**config.mk**
```make
export PLATFORM = sky130hd
export DESIGN_NAME = vga_pattern_gen
export DESIGN_NICKNAME = d
export VERILOG_FILES = /design/src/rtl/vga_pattern_gen.sv
export SDC_FILE = /design/constraint.sdc
export NUM_CORES = 1
export LEC_CHECK = 0
export ABC_AREA = 1
export CAP_MARGIN = 20
export CORE_MARGIN = 1
export CORE_UTILIZATION = 29
export DETAILED_ROUTE_END_ITERATION = 7
export SLEW_MARGIN = 20
export SYNTH_ARGS = -nofsm -noshare
export SYNTH_HDL_FRONTEND = slang
export SYNTH_SLANG_ARGS = --single-unit
```
**constraint.sdc**
```tcl
create_clock -name i_Clk -period 3.9 [get_ports i_Clk]
set_input_delay 0.78 -clock i_Clk [delete_from_list [all_inputs] [get_ports i_Clk]]
set_output_delay 0.78 -clock i_Clk [all_outputs]
set_load 0.005 [all_outputs]
```
**src/rtl/vga_pattern_gen.sv**
```systemverilog
// Test-pattern stage behind the VGA sync generator: rebuilds col/row from frame start, emits RGB and porch-corrected syncs.
// Latency: 2 cycles from the sampled i_VSync rising edge to pixel (0,0) on the outputs; free-running, no backpressure.
module vga_pattern_gen #(
  parameter int TOTAL_COLS    = 800,
  parameter int TOTAL_ROWS    = 525,
  parameter int ACTIVE_COLS   = 640,
  parameter int ACTIVE_ROWS   = 480,
  parameter int FRONT_PORCH_H = 18,
  parameter int BACK_PORCH_H  = 50,
  parameter int FRONT_PORCH_V = 10,
  parameter int BACK_PORCH_V  = 33,
  parameter int VIDEO_WIDTH   = 3
) (
  input  logic                   i_Clk,
  input  logic                   i_Rst,
  input  logic                   i_HSync,
  input  logic                   i_VSync,
  input  logic [2:0]             i_Pattern,
  output logic                   o_HSync,
  output logic                   o_VSync,
  output logic [VIDEO_WIDTH-1:0] o_Red,
  output logic [VIDEO_WIDTH-1:0] o_Grn,
  output logic [VIDEO_WIDTH-1:0] o_Blu,
  output logic                   o_Frame_Start
);

  localparam logic [9:0] C_COL_MAX  = 10'(TOTAL_COLS - 1);
  localparam logic [9:0] C_ROW_MAX  = 10'(TOTAL_ROWS - 1);
  localparam logic [9:0] C_ACT_COLS = 10'(ACTIVE_COLS);
  localparam logic [9:0] C_ACT_ROWS = 10'(ACTIVE_ROWS);
  localparam logic [9:0] C_LAST_COL = 10'(ACTIVE_COLS - 1);
  localparam logic [9:0] C_LAST_ROW = 10'(ACTIVE_ROWS - 1);
  localparam logic [9:0] C_HS_FIRST = 10'(ACTIVE_COLS + FRONT_PORCH_H);
  localparam logic [9:0] C_HS_LAST  = 10'(TOTAL_COLS - BACK_PORCH_H - 1);
  localparam logic [9:0] C_VS_FIRST = 10'(ACTIVE_ROWS + FRONT_PORCH_V);
  localparam logic [9:0] C_VS_LAST  = 10'(TOTAL_ROWS - BACK_PORCH_V - 1);
  localparam int         BAR_W      = ACTIVE_COLS / 8;
  localparam logic [VIDEO_WIDTH-1:0] C_MAX = '1;

  logic                   r_vs_q;
  logic                   r_vs_qq;
  logic [9:0]             r_col;
  logic [9:0]             r_row;
  logic                   r_frame_valid;
  logic [2:0]             r_pattern;
  logic                   w_frame_edge;
  logic                   w_active;
  logic                   w_hs;
  logic                   w_vs;
  logic [2:0]             w_bar;
  logic [VIDEO_WIDTH-1:0] w_red;
  logic [VIDEO_WIDTH-1:0] w_grn;
  logic [VIDEO_WIDTH-1:0] w_blu;
  logic                   w_unused;

  // Horizontal timing is rebuilt locally from frame start, so raw HSync is not needed.
  assign w_unused     = i_HSync;
  assign w_frame_edge = r_vs_q & ~r_vs_qq;

  // Sync history resets high so a VSync already high at reset release is not taken as an edge.
  always_ff @(posedge i_Clk or posedge i_Rst) begin
    if (i_Rst) begin
      r_vs_q        <= 1'b1;
      r_vs_qq       <= 1'b1;
      r_col         <= '0;
      r_row         <= '0;
      r_frame_valid <= 1'b0;
      r_pattern     <= '0;
      o_Frame_Start <= 1'b0;
    end else begin
      r_vs_q        <= i_VSync;
      r_vs_qq       <= r_vs_q;
      o_Frame_Start <= w_frame_edge;
      if (w_frame_edge) begin
        r_col         <= '0;
        r_row         <= '0;
        r_frame_valid <= 1'b1;
        r_pattern     <= i_Pattern;
      end else if (r_col == C_COL_MAX) begin
        r_col <= '0;
        r_row <= (r_row == C_ROW_MAX) ? 10'd0 : r_row + 10'd1;
      end else begin
        r_col <= r_col + 10'd1;
      end
    end
  end

  assign w_active = (r_col < C_ACT_COLS) && (r_row < C_ACT_ROWS);
  assign w_hs     = !((r_col >= C_HS_FIRST) && (r_col <= C_HS_LAST));
  assign w_vs     = !((r_row >= C_VS_FIRST) && (r_row <= C_VS_LAST));

  always_comb begin
    w_bar = '0;
    for (int k = 1; k < 8; k++) begin
      if (r_col >= 10'(k * BAR_W)) w_bar = 3'(k);
    end
  end

  always_comb begin
    w_red = '0;
    w_grn = '0;
    w_blu = '0;
    case (r_pattern)
      3'd1: w_red = C_MAX;
      3'd2: w_grn = C_MAX;
      3'd3: w_blu = C_MAX;
      3'd4: begin
        if (r_col[5] ^ r_row[5]) begin
          w_red = C_MAX;
          w_grn = C_MAX;
          w_blu = C_MAX;
        end
      end
      3'd5: begin
        w_red = w_bar[0] ? C_MAX : '0;
        w_grn = w_bar[1] ? C_MAX : '0;
        w_blu = w_bar[2] ? C_MAX : '0;
      end
      3'd6: begin
        if (r_col == 10'd0 || r_col == C_LAST_COL || r_row == 10'd0 || r_row == C_LAST_ROW) begin
          w_red = C_MAX;
          w_grn = C_MAX;
          w_blu = C_MAX;
        end
      end
      3'd7: begin
        w_red = VIDEO_WIDTH'(r_col[6:4]);
        w_grn = VIDEO_WIDTH'(r_row[6:4]);
      end
      default: ;
    endcase
  end

  always_ff @(posedge i_Clk or posedge i_Rst) begin
    if (i_Rst) begin
      o_HSync <= 1'b1;
      o_VSync <= 1'b1;
      o_Red   <= '0;
      o_Grn   <= '0;
      o_Blu   <= '0;
    end else if (!r_frame_valid) begin
      o_HSync <= 1'b1;
      o_VSync <= 1'b1;
      o_Red   <= '0;
      o_Grn   <= '0;
      o_Blu   <= '0;
    end else begin
      o_HSync <= w_hs;
      o_VSync <= w_vs;
      o_Red   <= w_active ? w_red : '0;
      o_Grn   <= w_active ? w_grn : '0;
      o_Blu   <= w_active ? w_blu : '0;
    end
  end

endmodule

```
# == Yosys cells after proc, flatten, opt, wreduce, memory -nomap -nowiden ==
# Index checks and enable logic that the tools add are counted.
# totals
regBits,38
output_inout_bits,12
elab_cells,80
# classes
add_sub_neg,2
magnitude_cmp,13
eq_ne,11
muxes,28
n_bitwise,3
n_reduce_logical,11
# op_table
cell,n
$mux W3,17
$mux W10,5
$ge A10 B9 Y1 const B,4
$eq A10 B10 Y1 const B,3
$pmux W3 S5,2
$add A10 B1 Y10 const B,2
$ge A10 B10 Y1 const B,2
$ge A10 B8 Y1 const B,2
$logic_not A10 Y1,2
$eq A3 B3 Y1 const B,4
$pmux W3 S4,1
$eq A10 B9 Y1 const B,1
$ge A10 B7 Y1 const B,1
$le A10 B10 Y1 const B,1
$le A10 B9 Y1 const B,1
$lt A10 B10 Y1 const B,1
$lt A10 B9 Y1 const B,1
$eq A3 B2 Y1 const B,2
$eq A3 B1 Y1 const B,1
$logic_and A1 B1 Y1,3
$logic_or A1 B1 Y1,3
$mux W1,3
$logic_not A1 Y1,2
$reduce_bool A2 Y1,1
other kinds (3),3

# == Depth between registers and ports, before layout ==
# logic_depth
word_depth,12
ltp_mapped,14
ltp_nobuf,14

# == Worst setup path before layout ==
# Ideal clock, no wire load.
# synth_path
path_kind,reg2reg
start,reg r_vs_q
end,reg r_row[8]
setup_ns,0.136
t_arrival_ns,1.426
t_required_ns,3.764
slack_ns,2.338
stages_incl_launch_ff,9
period_less_slack_ns,1.562
path_cell_list,dfstp_2 inv_1 nor2_1 buf_2 inv_1 o21ai_0 nand2_1 o21ai_0 a22oi_1
# synth_between
elab_chain_len,2
word_cells_on_any_way,3
classes_between,1 x mux; 1 x bitwise; 1 x reduce/logical
# synth_rtl
element,line,text
"start, declared",40,logic r_vs_q;
"start signal, assigned",71,r_vs_q <= i_VSync;
$and A1 B1 Y1 *,58,assign w_frame_edge = r_vs_q & ~r_vs_qq;
net w_frame_edge,46,logic w_frame_edge;
$mux W10 / $reduce_bool A2 Y1 (equally long branches),--,
"end signal, assigned",81,r_row <= (r_row == C_ROW_MAX) ? 10'd0 : r_row + 10'd1;
"end, declared",43,logic [9:0] r_row;
# Mark *: on every way through the listed nets, which the timed path passes. The rest lies on a longest branch.
# A chain may end at the register's enable or synchronous reset.

# == Final worst setup path ==
# layout_path
start,reg r_vs_q
end,reg r_row[8]
# layout_between
elab_chain_len,2
word_cells_on_any_way,3
classes_between,1 x mux; 1 x bitwise; 1 x reduce/logical
# layout_rtl
element,line
$and A1 B1 Y1 *,58
$mux W10 / $reduce_bool A2 Y1 (equally long branches),--
# Mark *: on every way between the ends. The rest lies on a longest branch, timed or not.

==> implementation parameters <==
Parameter                              Value

Drt
  Drt wl/cell    11.2 um
  Total vias in the final route    1750
  DRC violations left    0
  Routed Wire Length    4360 um
  Initial DRC count    93
  DRT antenna net count    0
  DR vias/cell    4.50
  Number of iterations in the first detailed-routing pass    4

Clock network
  CTS tree    built
  Number of cells upsized or downsized after cts    0
  Clk Latency, worst-skew pair    0.28 ns
  Number of hold buffers added after CTS    0
  Number of H-tree levels    2
  Post CTS Setup Buffer Count    0
  Clock edge transition at the registers on the reported setup and hold paths    0.07 ns
  Total clock buffers created by CTS    5
  Max clock buf depth    2
  Root buffer cell    sky130_fd_sc_hd__clkbuf_8
  Number of clock sinks    36

Yosys
  Yosys warnings    0
  Mean Syn Cell Area    7.62 um2
  Proportion of register bits with asynchronous set or reset after synthesis    100%
  Number of nets produced by synthesis    287
  Distinct cells, synth    34
  Count of mapped cells out of synthesis    274
  Primary FF master, synth    sky130_fd_sc_hd__dfrtp_1
  Count of state elements after synthesis    36
  Number of synthesized flops with an enable pin    0
  Cell Area, Synth    0.00209 mm2
  Sequential area share after synthesis    43.4%

Placement
  Worst Setup Slack post-DPL    1.80 ns
  RePlAce Congestion    0.910
  Total cell area at the placement stage    0.00234 mm2
  Number of buffers inserted by port buffering    17
  Placed wire-length estimate    3350 um

Finish
  Final core utilization    35.8%
  Area taken by flip-flops and latches    906 um2
  Antenna diode instance count    0
  Fraction of final layout cells with drive strength greater than 1    8.53%
  Area delta synth->final    18.0%
  Net count reported at finish    305
  Most frequent cells in the layout    sky130_fd_sc_hd__nand2_1, sky130_fd_sc_hd__inv_1, sky130_fd_sc_hd__nor2_1
  Layout filler cell count    734
  Final Instance Area    0.00246 mm2
  Total area of multi-input combinational cells    961 um2
  Most common cell after layout, fill and taps aside    sky130_fd_sc_hd__nand2_1

Power
  Internal power contribution    0.701 mW
  Leakage Power    1.24 nW
  Sw Ratio    26.3%
  Clock power share    37.4%
  Combinational group share of total power    17.0%
  Net Sw Power    0.250 mW
  Reg power frac    45.6%
  Max IR drop VDD    184 uV
  Pwr Density    386 mW/mm2

Critical path
  Biggest fanout along the worst timing path    11
  Critical path capture point type    flop
  Critical path class    flop to flop
  Worst path arrival time    2.30 ns
  Nature of the critical path startpoint    flop
  Required time of the worst setup path    4.05 ns

GRT
  Wire length of the first global-routing pass    7400 um
  Largest net degree at the start of global routing    20
  Grt ovf    0
  Number of antenna violations at the first check in global routing    0
  Total routing usage reported by global routing    12.7%
  Vias in the first global route    1648

STA
  Worst Max-Slew Pin Slew    0.828 ns
  Post-Route Setup TNS    0 ns
  # setup viols final    0
  Clock Skews    0.00548 ns
  Worst relative slew slack    44.6%
  Final slew viol count    0
  Hold Fails Final Rpt    0
  RSZ-0062 raised after global routing    false
  Crit path time final    2.15 ns
  Peak Freq    0.465 GHz
  Final setup margin    1.75 ns
  Share of the clock period used by the worst path    55.1%

Floorplanning
  Initial core utilization    30.4%
  Cell row count    30
  Die area    0.00754 mm2
  Core Region    0.00687 mm2
  Die boundary width    86.8 um
  Number of I/O pins    19
  Die extent in y    86.8 um

Job
  Max-cap viol count    0

Min path
  Worst hold path class    flop to flop

Run status
  Result of the run    complete, no violations
==> area by class of cell <==
type / count / area share, %
Clock buffer: 7 / 3.91
Clock inverter: 1 / 1.22
Inverter: 45 / 6.96
Multi-Input combinational cell: 186 / 39.0
Sequential cell: 36 / 36.8
Tap cell: 96 / 4.88
Timing Repair Buffer: 18 / 7.22
==> power by group through the flow <==
| stage | combinational, mW | clock (mW) | sequential [mW] |
|---|---|---|---|
| finish | 0.162 | 0.356 | 0.434 |
| global placement | 0.159 | 0 | 0.440 |
| detailed placement | 0.162 | 0 | 0.441 |
| global route | 0.186 | 0.385 | 0.438 |
| floorplan | 0.112 | 0 | 0.437 |
| CTS | 0.164 | 0.366 | 0.434 |
==> cell usage after synthesis, types with 2 or more instances <==
master,count,area [um2]
sky130_fd_sc_hd__nor2_1,37,139
sky130_fd_sc_hd__a211oi_1,4,30.0
sky130_fd_sc_hd__nor3_1,7,35.0
sky130_fd_sc_hd__ha_1,6,75.1
sky130_fd_sc_hd__nor3_2,2,20.0
sky130_fd_sc_hd__dfrtp_1,32,801
sky130_fd_sc_hd__dfstp_2,4,105
sky130_fd_sc_hd__nor2_2,2,12.5
sky130_fd_sc_hd__a22oi_1,2,15.0
sky130_fd_sc_hd__inv_2,2,7.51
sky130_fd_sc_hd__o21ai_0,22,110
sky130_fd_sc_hd__buf_4,3,22.5
sky130_fd_sc_hd__xnor2_1,2,17.5
sky130_fd_sc_hd__o2111ai_1,2,17.5
sky130_fd_sc_hd__nand2_1,56,210
sky130_fd_sc_hd__inv_1,42,158
sky130_fd_sc_hd__nand3_1,17,85.1
sky130_fd_sc_hd__a21oi_1,13,65.1
sky130_fd_sc_hd__nand4_1,2,12.5
sky130_fd_sc_hd__buf_2,3,15.0
==> critical path: stages, from the launching register on <==
cell and delay, ns:
sky130_fd_sc_hd__dfstp_2 0.53, sky130_fd_sc_hd__inv_1 0.03, sky130_fd_sc_hd__nor2_1 0.62, sky130_fd_sc_hd__inv_1 0.20, sky130_fd_sc_hd__o21ai_0 0.16, sky130_fd_sc_hd__nand2_1 0.17, sky130_fd_sc_hd__o21ai_0 0.17, sky130_fd_sc_hd__a22oi_1 0.14
==> metal layers <==
metal  wire length [um]  GRT usage, %
met2               1960          20.0
met5                  0             0
met3                129          2.86
met1               2240          17.2
met4                 23          3.94
==> logic make-up (layout without fill, tap and decap cells) <==
logic type / after synthesis / in the layout / synth area share, %
flip-flops: 36 / 36 / 43.4
AO/OA/AOI/OAI: 49 / 49 / 13.5
adder cells (fa/ha/maj): 6 / 6 / 3.60
AND/OR/NAND/NOR: 129 / 129 / 28.1
buffers and inverters: 52 / 71 / 10.6
XOR/XNOR: 2 / 2 / 0.839
==> registers in the layout, summed over array words and instances, names as in the netlist <==
signal	count
o_HSync	1
r_vs_q	1
o_Red	3
r_row	10
o_VSync	1
r_pattern	3
o_Blu	1
r_vs_qq	1
r_col	10
o_Grn	3
o_Frame_Start	1
r_frame_valid	1
==> metrics by stage <==
step	hold slack, ns	power [mW]	std cells
3_5_place_dp	0.358	0.604	381
4_1_cts	0.369	0.964	389
2_1_floorplan	0.354	0.549	274
5_1_grt	0.378	1.01	389
6_report	0.367	0.951	389
3_3_place_gp	0.356	0.599	381
==> worst paths after layout <==
check	startpoint	endpoint	slack [ns]	depth (start not counted)
worst min register to register	r_vs_q	r_vs_qq	0.37	0
max in group asynchronous	i_Rst	o_HSync	2.19	3
min in group asynchronous	i_Rst	r_row[3]	0.93	2
worst max register to register	r_vs_q	r_row[8]	1.75	7
worst min-delay path	r_vs_q	r_vs_qq	0.37	0
worst max-delay path	r_vs_q	r_row[8]	1.75	7
Power figures use the tool's default switching activity.
